### config.mk
export PLATFORM = sky130hd
export DESIGN_NAME = dmrs_slot_scheduler
export DESIGN_NICKNAME = d
export VERILOG_FILES = /design/src/rtl/dmrs_slot_scheduler_pkg.sv /design/src/rtl/dmrs_slot_scheduler_grid_re_counter.sv /design/src/rtl/dmrs_slot_scheduler.sv
export SDC_FILE = /design/constraint.sdc
export NUM_CORES = 1
export LEC_CHECK = 0
export ABC_AREA = 1
export CAP_MARGIN = 20
export CORE_MARGIN = 1
export CORE_UTILIZATION = 35
export DETAILED_ROUTE_END_ITERATION = 10
export PLACE_DENSITY_LB_ADDON = 0.12
export SLEW_MARGIN = 20
export SYNTH_ARGS = -nofsm -noshare
export SYNTH_HDL_FRONTEND = slang
export SYNTH_SLANG_ARGS = --single-unit
### constraint.sdc
create_clock -name clk -period 4.4 [get_ports clk]
set_clock_uncertainty 0.15 [all_clocks]
set_input_delay 0.88 -clock clk [delete_from_list [all_inputs] [get_ports clk]]
set_output_delay 0.88 -clock clk [all_outputs]
set_load 0.02 [all_outputs]
### src/rtl/dmrs_slot_scheduler_pkg.sv
// Shared constants and state encoding for the NB-IoT NPUSCH format-1 slot scheduler.
package dmrs_slot_scheduler_pkg;

    localparam int unsigned NSC         = 12;
    localparam int unsigned SYMS        = 7;
    localparam int unsigned DMRS_SYM    = 3;
    localparam int unsigned SLOT_W      = 5;
    localparam int unsigned SC_W        = 4;
    localparam int unsigned SYM_W       = 3;
    localparam int unsigned ADDR_W      = SC_W + 1;
    localparam int unsigned RE_PER_SLOT = NSC * SYMS;

    typedef enum logic [1:0] {
        ST_IDLE = 2'd0,
        ST_RUN  = 2'd1,
        ST_DONE = 2'd2
    } state_e;

endpackage

### src/rtl/dmrs_slot_scheduler_grid_re_counter.sv
// Cascaded subcarrier/symbol/slot counter; last_o flags the final RE of the burst.
module dmrs_slot_scheduler_grid_re_counter
    import dmrs_slot_scheduler_pkg::*;
(
    input  logic              clk,
    input  logic              rst,
    input  logic              clr_i,
    input  logic              en_i,
    input  logic [SLOT_W-1:0] slot_lim_i,
    output logic [SC_W-1:0]   sc_o,
    output logic [SYM_W-1:0]  sym_o,
    output logic [SLOT_W-1:0] slot_o,
    output logic              last_o
);

    logic [SC_W-1:0]   sc_q,   sc_d;
    logic [SYM_W-1:0]  sym_q,  sym_d;
    logic [SLOT_W-1:0] slot_q, slot_d;
    logic              sc_last, sym_last, slot_last;

    assign sc_last   = (sc_q == SC_W'(NSC - 1));
    assign sym_last  = (sym_q == SYM_W'(SYMS - 1));
    assign slot_last = (slot_q == slot_lim_i - SLOT_W'(1));
    assign last_o    = sc_last && sym_last && slot_last;

    // NOTE: every always_comb output gets its hold value first so no path infers a latch.
    always_comb begin
        sc_d   = sc_q;
        sym_d  = sym_q;
        slot_d = slot_q;
        if (clr_i) begin
            sc_d   = '0;
            sym_d  = '0;
            slot_d = '0;
        end else if (en_i) begin
            if (sc_last) begin
                sc_d = '0;
                if (sym_last) begin
                    sym_d  = '0;
                    slot_d = slot_last ? '0 : slot_q + SLOT_W'(1);
                end else begin
                    sym_d = sym_q + SYM_W'(1);
                end
            end else begin
                sc_d = sc_q + SC_W'(1);
            end
        end
    end

    // NOTE: state registers use non-blocking assignments so all flops update together.
    always_ff @(posedge clk or posedge rst) begin
        if (rst) begin
            sc_q   <= '0;
            sym_q  <= '0;
            slot_q <= '0;
        end else begin
            sc_q   <= sc_d;
            sym_q  <= sym_d;
            slot_q <= slot_d;
        end
    end

    assign sc_o   = sc_q;
    assign sym_o  = sym_q;
    assign slot_o = slot_q;

endmodule

### src/rtl/dmrs_slot_scheduler.sv
// Burst FSM and RE handshake: interleaves DMRS bank reads with PUSCH data on the grid stream.
module dmrs_slot_scheduler
    import dmrs_slot_scheduler_pkg::*;
(
    input  logic              clk,
    input  logic              rst,
    input  logic              start_i,
    input  logic [SLOT_W-1:0] num_slots_i,
    input  logic              abort_i,
    input  logic              data_valid_i,
    output logic              data_ready_o,
    output logic              re_valid_o,
    input  logic              re_ready_i,
    output logic              sel_dmrs_o,
    output logic [ADDR_W-1:0] dmrs_addr_o,
    output logic [SC_W-1:0]   sc_idx_o,
    output logic [SYM_W-1:0]  sym_idx_o,
    output logic [SLOT_W-1:0] slot_idx_o,
    output logic              busy_o,
    output logic              done_o
);

    state_e            state_q, state_d;
    logic [SLOT_W-1:0] num_slots_q, num_slots_d;
    logic              run, hs, cnt_clr, cnt_en, cnt_last;

    dmrs_slot_scheduler_grid_re_counter u_cnt (
        .clk        (clk),
        .rst        (rst),
        .clr_i      (cnt_clr),
        .en_i       (cnt_en),
        .slot_lim_i (num_slots_q),
        .sc_o       (sc_idx_o),
        .sym_o      (sym_idx_o),
        .slot_o     (slot_idx_o),
        .last_o     (cnt_last)
    );

    assign run          = (state_q == ST_RUN);
    assign sel_dmrs_o   = run && (sym_idx_o == SYM_W'(DMRS_SYM));
    assign re_valid_o   = run && (sel_dmrs_o || data_valid_i);
    assign data_ready_o = re_ready_i && run && !sel_dmrs_o;
    assign hs           = re_valid_o && re_ready_i;
    // Abort wins over a completing handshake, so the counters never step on that edge.
    assign cnt_en       = hs && !abort_i;
    assign dmrs_addr_o  = {slot_idx_o[0], sc_idx_o};
    assign busy_o       = (state_q != ST_IDLE);
    assign done_o       = (state_q == ST_DONE);

    always_comb begin
        state_d     = state_q;
        num_slots_d = num_slots_q;
        cnt_clr     = 1'b0;
        unique case (state_q)
            ST_IDLE: begin
                if (start_i && (num_slots_i != '0)) begin
                    state_d     = ST_RUN;
                    num_slots_d = num_slots_i;
                    cnt_clr     = 1'b1;
                end
            end
            ST_RUN: begin
                if (abort_i) begin
                    state_d = ST_IDLE;
                    cnt_clr = 1'b1;
                end else if (hs && cnt_last) begin
                    state_d = ST_DONE;
                end
            end
            ST_DONE: begin
                state_d = ST_IDLE;
                cnt_clr = abort_i;
            end
            default: state_d = ST_IDLE;
        endcase
    end

    always_ff @(posedge clk or posedge rst) begin
        if (rst) begin
            state_q     <= ST_IDLE;
            num_slots_q <= '0;
        end else begin
            state_q     <= state_d;
            num_slots_q <= num_slots_d;
        end
    end

endmodule

======== Yosys cells after proc, flatten, opt, wreduce, memory -nomap -nowiden ========
Cells that the tools add are included.
storage, ports and cells
  flip-flop bits (word level) ............. 19
  logic and storage cells ................. 59
  input port bits ......................... 11
operators by class
  reductions and logical operators ........ 23
  muxes and demuxes ....................... 19
  add/subtract/negate cells ............... 4
  eq/ne operators ......................... 8
operator list
  operator             count
  $mux 5               5
  $mux 3               4
  $mux 4               3
  $logic_and 1x1->1    10
  $reduce_bool 2->1    4
  $mux 2               3
  $reduce_and 2->1     3
  $add 5x1->5 const B  1
  $eq 5x5->1           1
  $reduce_bool 5->1    1
  $sub 5x1->5 const B  1
  $add 4x1->4 const B  1
  $eq 4x4->1 const B   1
  $pmux 2 s2           1
  $add 3x1->3 const B  1
  $eq 3x2->1 const B   1
  $eq 3x3->1 const B   1
  $ne 3x2->1 const B   1
  $pmux 1 s3           1
  $reduce_and 3->1     1
  $eq 2x1->1 const B   1
  $eq 2x2->1 const B   1
  $logic_not 1->1      2
  $logic_not 2->1      1
  other kinds (3)      4

======== Longest topological paths before layout ========
Gate-level depths: netlist (run 1).
  depth after elaboration ................. 9
  gate-level depth with buffers ........... 13
  gate-level depth less buffers ........... 13

======== Hierarchy ========
From an unflattened synthesis (run 1), not the netlist that was laid out.
unflattened totals
  cell total of the unflattened synthesis .. 189
  area total of the unflattened synthesis .. 1308.8 µm²
by module, submodules not included
  module                               area an instance (µm²)  cells each  times used  seq. area each (µm²)
  dmrs_slot_scheduler_grid_re_counter  819.5                   124         1           300.3
  dmrs_slot_scheduler                  489.2                   65          1           175.2

======== Least setup slack after synthesis (run 1) ========
OpenSTA, ideal clock, no wires.
  kind .................................... input to output
  start ................................... in data_valid_i
  end ..................................... out re_valid_o
  stages on the path ...................... 2
  setup slack ............................. 2.108 ns
  arrival ................................. 1.262 ns
  path through ............................ inv_1 > a21oi_1
on the way
  cells in the longest elaborated chain, start to end .. 2
RTL lines
  item               RTL line                   RTL
  from (decl)        dmrs_slot_scheduler.sv:10  input logic data_valid_i,
  $logic_or 1x1->1   dmrs_slot_scheduler.sv:41  assign re_valid_o = run && (sel_dmrs_o || data_valid_i);
  $logic_and 1x1->1  dmrs_slot_scheduler.sv:41
  to (decl)          dmrs_slot_scheduler.sv:12  output logic re_valid_o,
Every way passes these cells.

======== Final worst setup path (run 1) ========
Same ends and word-level chain as after synthesis.

==> results.toml, run 1 <==
[critical_path]
critical_path_peak_fanout = 2
worst-r2r-cell-count = 13
cp_slowest_stage_delay_ns = 0.61
endpoint_kind = "primary output"
cp.required_ns = 3.37
crit_family = "buffers and inverters"
critical_path.most_common_cell = "sky130_fd_sc_hd__clkdlybuf4s50_1"
timing.critical_path.buf_inv = 3
critical_path_arrival_ns = 2.15
cp_cell_sequence = "clkdlybuf4s50_1 > inv_1 > a21oi_1 > clkdlybuf4s50_1"
cp_slowest_cell = "sky130_fd_sc_hd__clkdlybuf4s50_1"
worst-path-stages = 4
worst_setup_path_start_kind = "input port"
worst-setup-path-type = "in -> out"

[timing]
maxSlewHeadroom_pct = 49.83
layout_worst_path_cycle_share_pct = 72.33
slew_violations = 0
tightestPinTransition_ns = 0.7517
totalNegativeSetupSlack_ns = 0
rsz0062_at_grt = "false"
final-setup-viol-count = 0
max_freq_ghz = 0.3142
timing_hold_violations_final = 0
finalWorstPathRequiredPeriod_ns = 3.182

[synthesis]
synth.top_cells.by_count = "56 x sky130_fd_sc_hd__nand2_1, 35 x sky130_fd_sc_hd__inv_1, 19 x sky130_fd_sc_hd__dfrtp_1"
yosysWarnings = 0
synth_edf_count = 0
ys_types = 25
synthMostInstantiatedCell = "sky130_fd_sc_hd__nand2_1"
syn_nets = 215
syn-cell-area_mm2 = 0.001375
synth_area_per_cell_um2 = 7.016
synth.yosys.seq_area_share_pct = 34.58
synth_top_area_share_pct = 34.58
synth.area.top_cells = "sky130_fd_sc_hd__dfrtp_1 35%, sky130_fd_sc_hd__nand2_1 15%, sky130_fd_sc_hd__inv_1 9.6%, sky130_fd_sc_hd__ha_1 7.3%, sky130_fd_sc_hd__nand3_1 6.2%"
netlist_instances = 196
synth_largest_area_cell = "sky130_fd_sc_hd__dfrtp_1"
asyncSetResetFlopFracSynth_pct = 100.0
synth.ff_latch_count = 19
ys.flop_type = "sky130_fd_sc_hd__dfrtp_1"

[drt]
routed_via_density = 4.482
wl_cell_um = 10.40
firstDrtPassIters = 4
dr.first_iter.drc_count = 104
total_wirelength_um = 2849
drc = 0
route.vias.total = 1228
antenna_left = 0

[pwr]
total_leakage_power_nw = 0.9261
ir_drop_v = 0.0003024
power_per_cell_area_mw_per_mm2 = 413.0
fin_total_pwr_w = 0.0007239

[placement]
gp_routability_congestion = 0.7747
dp_hpwl_um = 2138
buffer_ports.inserted = 32
numPlacedInstances = 270
detailed_place.area_mm2 = 0.001707

[clock_tree]
clock-sinks = 19
clkSlewWorstSetupHoldPaths_ns = 0.07
numCtsBuffers = 3
cts_max_path_buffers = 2
htree_num_levels = 1
cts_hold_bufs = 0
clock_tree_from_tritoncts = "yes"
cts_resized = 0
clk_latency_ns = 0.26
cts_post_setup_buffers_inserted = 0
cts.root.buffer_cell = "sky130_fd_sc_hd__clkbuf_8"

[floorplanning]
initial_core_util_pct = 37.00
core_mm2 = 0.003716
die_w_um = 64.68
total_die_area_mm2 = 0.004184
floorplan.rows = 22
dieHeight_um = 64.68
ios = 33

[outcome]
status = "complete, no violations"

[final_layout]
final_cell_area_mm2 = 0.001753
fin_nets = 246
syn_to_final_growth_pct = 27.48
fillerInstances = 397
insertedDiodeCount = 0
final_util_pct = 47.17
final_layout_size_suffix_gt1_share_pct = 6.195
layout_cells_excl_fill = 274

[global_routing]
gr-usage-all-layers_pct = 16.03
antenna_found_initial = 0
wire_length_of_the_first_global_routing_pass_um = 5161
vias_in_the_first_global_route = 1119
overflow = 0
maximum_number_of_pins_on_one_net_before_global_route_repair = 20

[hold_path]
holdPathStages = 2
hold_path_class = "reg -> reg"

[flow_run]
maxCapViolations = 0
metal layers:
| layer | global-route usage (%) | vias to the layer above | wire (um) |
|---|---|---|---|
| met4 | 5.000 | 0 | 26 |
| met1 | 22.25 | 532 | 1494 |
| li1 | - | 670 | - |
| met5 | 0 | - | 0 |
| met2 | 24.21 | 22 | 1206 |
| met3 | 4.049 | 4 | 122 |
where the power goes:
part | total [W] | switching (W) | internal (W)
Sequential | 0.000238 | 0.0000301 | 0.000208
Clock | 0.000126 | 0.0000632 | 0.0000631
Combinational | 0.000359 | 0.000223 | 0.000137
final timing paths:
path | start | to | slack (ns)
worst max-delay path | data_valid_i | re_valid_o | 1.22
worst min-delay path | num_slots_q[2] | num_slots_q[2] | 0.37
worst max register to register | num_slots_q[0] | state_q[0] | 2.53
worst min register to register | num_slots_q[2] | num_slots_q[2] | 0.37
max in group asynchronous | rst | num_slots_q[2] | 2.73
min in group asynchronous | rst | u_cnt.sym_o[0] | 0.89
through the flow:
stage / hold slack (ns) / setup slack (ns)
after CTS: 0.3779 / 1.211
after global placement: 0.3487 / 1.219
after floorplan: 0.3246 / 2.108
final: 0.3740 / 1.218
after global routing: 0.4219 / 1.148
after detailed placement: 0.3595 / 1.225
cells in the final DEF, fill, tap and decap left out, types with 3 or more instances in the layout:
cell type                         instances
sky130_fd_sc_hd__nand2_1                 56
sky130_fd_sc_hd__inv_1                   35
sky130_fd_sc_hd__nor2_1                  18
sky130_fd_sc_hd__nand3_1                 17
sky130_fd_sc_hd__clkbuf_8                 3
sky130_fd_sc_hd__clkdlybuf4s50_1         32
sky130_fd_sc_hd__dfrtp_1                 19
sky130_fd_sc_hd__ha_1                     8
sky130_fd_sc_hd__xor2_1                   4
sky130_fd_sc_hd__o21ai_0                  7
sky130_fd_sc_hd__o211ai_1                 3
sky130_fd_sc_hd__nand4_1                  5
sky130_fd_sc_hd__a21oi_1                  6
sequential cells by signal (all words and copies together), names as in the netlist:
register	cells
num_slots_q	5
u_cnt.slot_o	5
u_cnt.sc_o	4
u_cnt.sym_o	3
state_q	2
kinds of logic after synthesis:
family,count (synthesis),share of synthesized area (%)
simple gates,104,34.03
buf+inv,42,13.38
compound gates,19,8.189
flops,19,34.58
fa+ha+maj,8,7.280
xor+xnor,4,2.548
final cells by class:
class,instances,area [um^2],area share (%)
Inverter,36,135.1,7.709
Sequential cell,19,475.5,27.12
Clock inverter,1,5.005,0.2855
Multi-Input combinational cell,135,715.7,40.83
Tap cell,48,60.06,3.426
Clock buffer,3,41.29,2.355
Timing Repair Buffer,32,320.3,18.27
worst min-delay path: stages (launching register included):
cell,delay (ns)
sky130_fd_sc_hd__dfrtp_1,0.38
sky130_fd_sc_hd__nand2_1,0.06
sky130_fd_sc_hd__o21ai_0,0.06
Power figures use the tool's default switching activity.
==> run 2: changes to the inputs <==
Clock period 4.4 ns to 3 ns, I/O delays scaled along.
==> run 2 against run 1 <==
Effect of this change:
- sequential share of layout area unchanged
- setup slack lost 0.86 ns
- clock power up 48%
- sequential power grew 46%
- worst hold slack worse by 0.0072 ns
==> results.toml, run 2 (synthesis gave the netlist of run 1 again) <==
[placement]
gp_routability_congestion = 0.7771
dp_hpwl_um = 2155
buffer_ports.inserted = 32
numPlacedInstances = 270

[hold_path]
hold_path_end = "num_slots_q[2]"
hold_path_class = "reg -> reg"
holdPathStages = 2
hold_path.startpoint = "num_slots_q[2]"

[timing]
totalNegativeSetupSlack_ns = 0
rsz0062_at_grt = "false"
finalWorstPathRequiredPeriod_ns = 2.638
final-setup-viol-count = 0
timing_hold_violations_final = 0
max_freq_ghz = 0.3791
slew_violations = 0
tightestPinTransition_ns = 0.7688
maxSlewHeadroom_pct = 48.69
layout_worst_path_cycle_share_pct = 87.93

[pwr]
power_per_cell_area_mw_per_mm2 = 607.9
total_leakage_power_nw = 0.9261
ir_drop_v = 0.0004550

[floorplanning]
dieHeight_um = 64.68
total_die_area_mm2 = 0.004184
ios = 33
core_mm2 = 0.003716
floorplan.rows = 22
initial_core_util_pct = 37.00
die_w_um = 64.68

[critical_path]
worst_setup_path_start_kind = "input port"
worstSetupStartpoint = "data_valid_i"
worst_r2r_startpoint = "num_slots_q[0]"
worst-setup-path-type = "in -> out"
rr_endpoint = "state_q[1]"
critical_path_peak_fanout = 2
endpoint_kind = "primary output"
critical_path_arrival_ns = 1.89
cp.required_ns = 2.25
setup.reg_to_reg.worst_slack_ns = 1.13
worst-r2r-cell-count = 13

[clock_tree]
cts_hold_bufs = 0
clock-sinks = 19
clk_latency_ns = 0.26
htree_num_levels = 1
cts_max_path_buffers = 2
clock_tree_from_tritoncts = "yes"
cts.root.buffer_cell = "sky130_fd_sc_hd__clkbuf_8"
cts_resized = 0
clkSlewWorstSetupHoldPaths_ns = 0.07
cts_post_setup_buffers_inserted = 0
numCtsBuffers = 3

[global_routing]
wire_length_of_the_first_global_routing_pass_um = 4981
maximum_number_of_pins_on_one_net_before_global_route_repair = 20
antenna_found_initial = 0
gr-usage-all-layers_pct = 15.44
vias_in_the_first_global_route = 1111
overflow = 0

[drt]
drc = 0
route.vias.total = 1235
dr.first_iter.drc_count = 71
total_wirelength_um = 2874
firstDrtPassIters = 6
wl_cell_um = 10.49
routed_via_density = 4.507
antenna_left = 0

[final_layout]
insertedDiodeCount = 0
fin_nets = 246
syn_to_final_growth_pct = 27.48
most-common-layout-cells = "56 x sky130_fd_sc_hd__nand2_1, 35 x sky130_fd_sc_hd__inv_1, 32 x sky130_fd_sc_hd__clkdlybuf4s50_1"
final_layout_size_suffix_gt1_share_pct = 6.195
layout.cells.most_common = "sky130_fd_sc_hd__nand2_1"
fillerInstances = 400
layout_cells_excl_fill = 274

[flow_run]
maxCapViolations = 0

[outcome]
status = "complete, no violations"
## run 2: cell counts in the layout (fill, tap and decap cells not counted)
No cell type changed its count.
## run 2: metrics by stage
stage               utilization [%]  area (um^2)  total power [W]  hold slack (ns)  setup slack [ns]
floorplan                         -         1375        0.0007518           0.3246             1.034
global placement              45.93         1707        0.0008848           0.3472            0.3786
detailed placement            45.93         1707        0.0008823           0.3547            0.3745
CTS                           47.17         1753         0.001076           0.3733            0.3595
global route                  47.17         1753         0.001169           0.4126            0.2990
finish                        47.17         1753         0.001066           0.3668            0.3622
## run 2: metal layers
layer	share of wire, %	track usage (%)	up-vias
met4	0.66	3.333	0
met5	0	0	-
li1	-	-	669
met2	44	24.08	23
met1	51	21.28	541
met3	4.2	4.049	2
## run 2: where the power goes
part	internal [W]	total (W)	switching, W
logic	0.000201	0.000532	0.000332
clock network	0.0000925	0.000186	0.0000935
registers	0.000305	0.000348	0.0000423
## run 2: worst max path at each step
stage | end | cells after the start
6_report | re_valid_o | 4
5_1_grt | re_valid_o | 4
4_1_cts | re_valid_o | 4
3_5_place_dp | re_valid_o | 4
3_3_place_gp | re_valid_o | 4
2_1_floorplan | re_valid_o | 5
## run 2: cell type report
| class | count | area [um^2] | share of cell area (%) |
|---|---|---|---|
| clock inverters | 1 | 5.005 | 0.2855 |
| repair buffers | 32 | 320.3 | 18.27 |
| flip-flops and latches | 19 | 475.5 | 27.12 |
| clock buffers | 3 | 41.29 | 2.355 |
| inverters | 36 | 135.1 | 7.709 |
| multi-input cells | 135 | 715.7 | 40.83 |
| well taps | 48 | 60.06 | 3.426 |
## run 2: worst max-delay path, stage by stage
cell	delay, ns
sky130_fd_sc_hd__clkdlybuf4s50_1	0.49
sky130_fd_sc_hd__inv_1	0.04
sky130_fd_sc_hd__a21oi_1	0.14
sky130_fd_sc_hd__clkdlybuf4s50_1	0.62
==> run 3: changes to the inputs <==
Settings changed: RECOVER_POWER set to 100.
==> run 3 against run 2 <==
Effect of this change:
- count of clock-buffer cells in the layout did not move
- worst hold slack about the same
- routed wire length shrank 1.2%
- maximum frequency down 2.1%
- critical path depth did not move
- flip-flop and latch count unchanged
- register-to-register slack worse by 0.02 ns
- sequential share of layout area increased by 0.097 points
- global-route usage stayed put
- final area fell by 0.36%
- combinational power is 3.8% lower
- critical endpoint unchanged
- highest routed layer unchanged
==> results.toml, run 3 (synthesis gave the netlist of run 1 again) <==
[placement]
gp_routability_congestion = 0.7771
buffer_ports.inserted = 32
dp_hpwl_um = 2155

[pwr]
total_leakage_power_nw = 0.9982
power_per_cell_area_mw_per_mm2 = 597.9
ir_drop_v = 0.0004287
fin_total_pwr_w = 0.001044

[drt]
route.vias.total = 1232
total_wirelength_um = 2839
antenna_left = 0
dr.first_iter.drc_count = 59
wl_cell_um = 10.36
routed_via_density = 4.496
firstDrtPassIters = 5
drc = 0

[hold_path]
holdPathStages = 2
hold_path_class = "reg -> reg"
hold_path.startpoint = "num_slots_q[2]"

[clock_tree]
clock-sinks = 19
cts_resized = 0
cts_hold_bufs = 0
clk_latency_ns = 0.26
clock_tree_from_tritoncts = "yes"
htree_num_levels = 1
numCtsBuffers = 3
clkSlewWorstSetupHoldPaths_ns = 0.07
cts_max_path_buffers = 2
cts_post_setup_buffers_inserted = 0
cts.root.buffer_cell = "sky130_fd_sc_hd__clkbuf_8"

[critical_path]
worst_r2r_startpoint = "state_q[0]"
cp_slowest_cell = "sky130_fd_sc_hd__dlygate4sd3_1"
worst-path-stages = 4
cp_slowest_stage_delay_ns = 0.68
worst-setup-path-type = "in -> out"
rr_endpoint = "u_cnt.sym_o[2]"
worst-r2r-cell-count = 6
critical_path_peak_fanout = 2
endpoint_kind = "primary output"
termination_of_the_worst_setup_path = "re_valid_o"
worst_setup_path_start_kind = "input port"
timing.critical_path.buf_inv = 3
cp.required_ns = 2.25
critical_path_arrival_ns = 1.94
cp_cell_sequence = "clkdlybuf4s50_1 > inv_1 > a21oi_1 > dlygate4sd3_1"
crit_family = "buffers and inverters"
setup.reg_to_reg.worst_slack_ns = 1.11
worstSetupStartpoint = "data_valid_i"

[final_layout]
fillerInstances = 401
insertedDiodeCount = 0
layout.cells.most_common = "sky130_fd_sc_hd__nand2_1"
final_layout_size_suffix_gt1_share_pct = 5.310
fin_nets = 246
final_util_pct = 47.00
syn_to_final_growth_pct = 27.02
most-common-layout-cells = "56 x sky130_fd_sc_hd__nand2_1, 35 x sky130_fd_sc_hd__inv_1, 24 x sky130_fd_sc_hd__dlygate4sd3_1"

[timing]
rsz0062_at_grt = "false"
tightestPinTransition_ns = 0.7671
timing_hold_violations_final = 0
totalNegativeSetupSlack_ns = 0
slew_violations = 0
max_freq_ghz = 0.3711
maxSlewHeadroom_pct = 48.80
layout_worst_path_cycle_share_pct = 89.81
finalWorstPathRequiredPeriod_ns = 2.694
final-setup-viol-count = 0

[floorplanning]
floorplan.rows = 22
dieHeight_um = 64.68
initial_core_util_pct = 37.00
ios = 33
core_mm2 = 0.003716
die_w_um = 64.68
total_die_area_mm2 = 0.004184

[global_routing]
maximum_number_of_pins_on_one_net_before_global_route_repair = 20
overflow = 0
antenna_found_initial = 0
wire_length_of_the_first_global_routing_pass_um = 4981
vias_in_the_first_global_route = 1111
gr-usage-all-layers_pct = 15.44

[flow_run]
maxCapViolations = 0

[outcome]
status = "complete, no violations"
-- run 3: cell count changes in the layout (fill, tap and decap cells not counted) --
cell	before	now
sky130_fd_sc_hd__clkdlybuf4s50_1	32	8
sky130_fd_sc_hd__dlygate4sd3_1	0	24
sky130_fd_sc_hd__a21o_1	0	1
sky130_fd_sc_hd__a21o_2	1	0
sky130_fd_sc_hd__nand3_1	17	18
sky130_fd_sc_hd__nand3_2	1	0
-- run 3: tightest hold or removal path, cell delays in order (launching register included) --
cell,delay [ns]
sky130_fd_sc_hd__dfrtp_1,0.37
sky130_fd_sc_hd__nand2_1,0.05
sky130_fd_sc_hd__o21ai_0,0.06
-- run 3: layout make-up --
class	instances	area, um^2	share of cell area [%]
clock buffer	3	41.29	2.364
clock inverter	1	5.005	0.2865
inverter	36	135.1	7.736
multi-input combinational	135	709.4	40.62
sequential	19	475.5	27.22
tap	48	60.06	3.438
timing repair buffer	32	320.3	18.34
-- run 3: how the worst min path moves through the flow --
stage	end	slack, ns
floorplan	num_slots_q[2]	0.32
global placement	num_slots_q[2]	0.35
detailed placement	num_slots_q[2]	0.35
CTS	num_slots_q[2]	0.37
global route	num_slots_q[4]	0.41
finish	num_slots_q[2]	0.37
-- run 3: per-layer routing --
metal  up-vias  track usage (%)  routed length [um]
met1       533            21.28                1461
met2        29            24.08                1215
met4         0            3.333                  19
met5         -                0                   0
li1        668                -                   -
met3         2            4.049                 143
-- run 3: power breakdown --
part	switching (W)	internal (W)
clock	0.0000922	0.0000924
sequential	0.0000419	0.000305
combinational	0.000328	0.000184
-- run 3: stage by stage --
stage / instance area (um^2) / hold slack (ns) / std cells / worst slack, ns
floorplan: 1375 / 0.3246 / 196 / 1.034
global placement: 1707 / 0.3472 / 270 / 0.3786
detailed placement: 1707 / 0.3547 / 270 / 0.3745
CTS: 1753 / 0.3733 / 274 / 0.3595
global route: 1747 / 0.4126 / 274 / 0.2413
finish: 1747 / 0.3666 / 274 / 0.3056
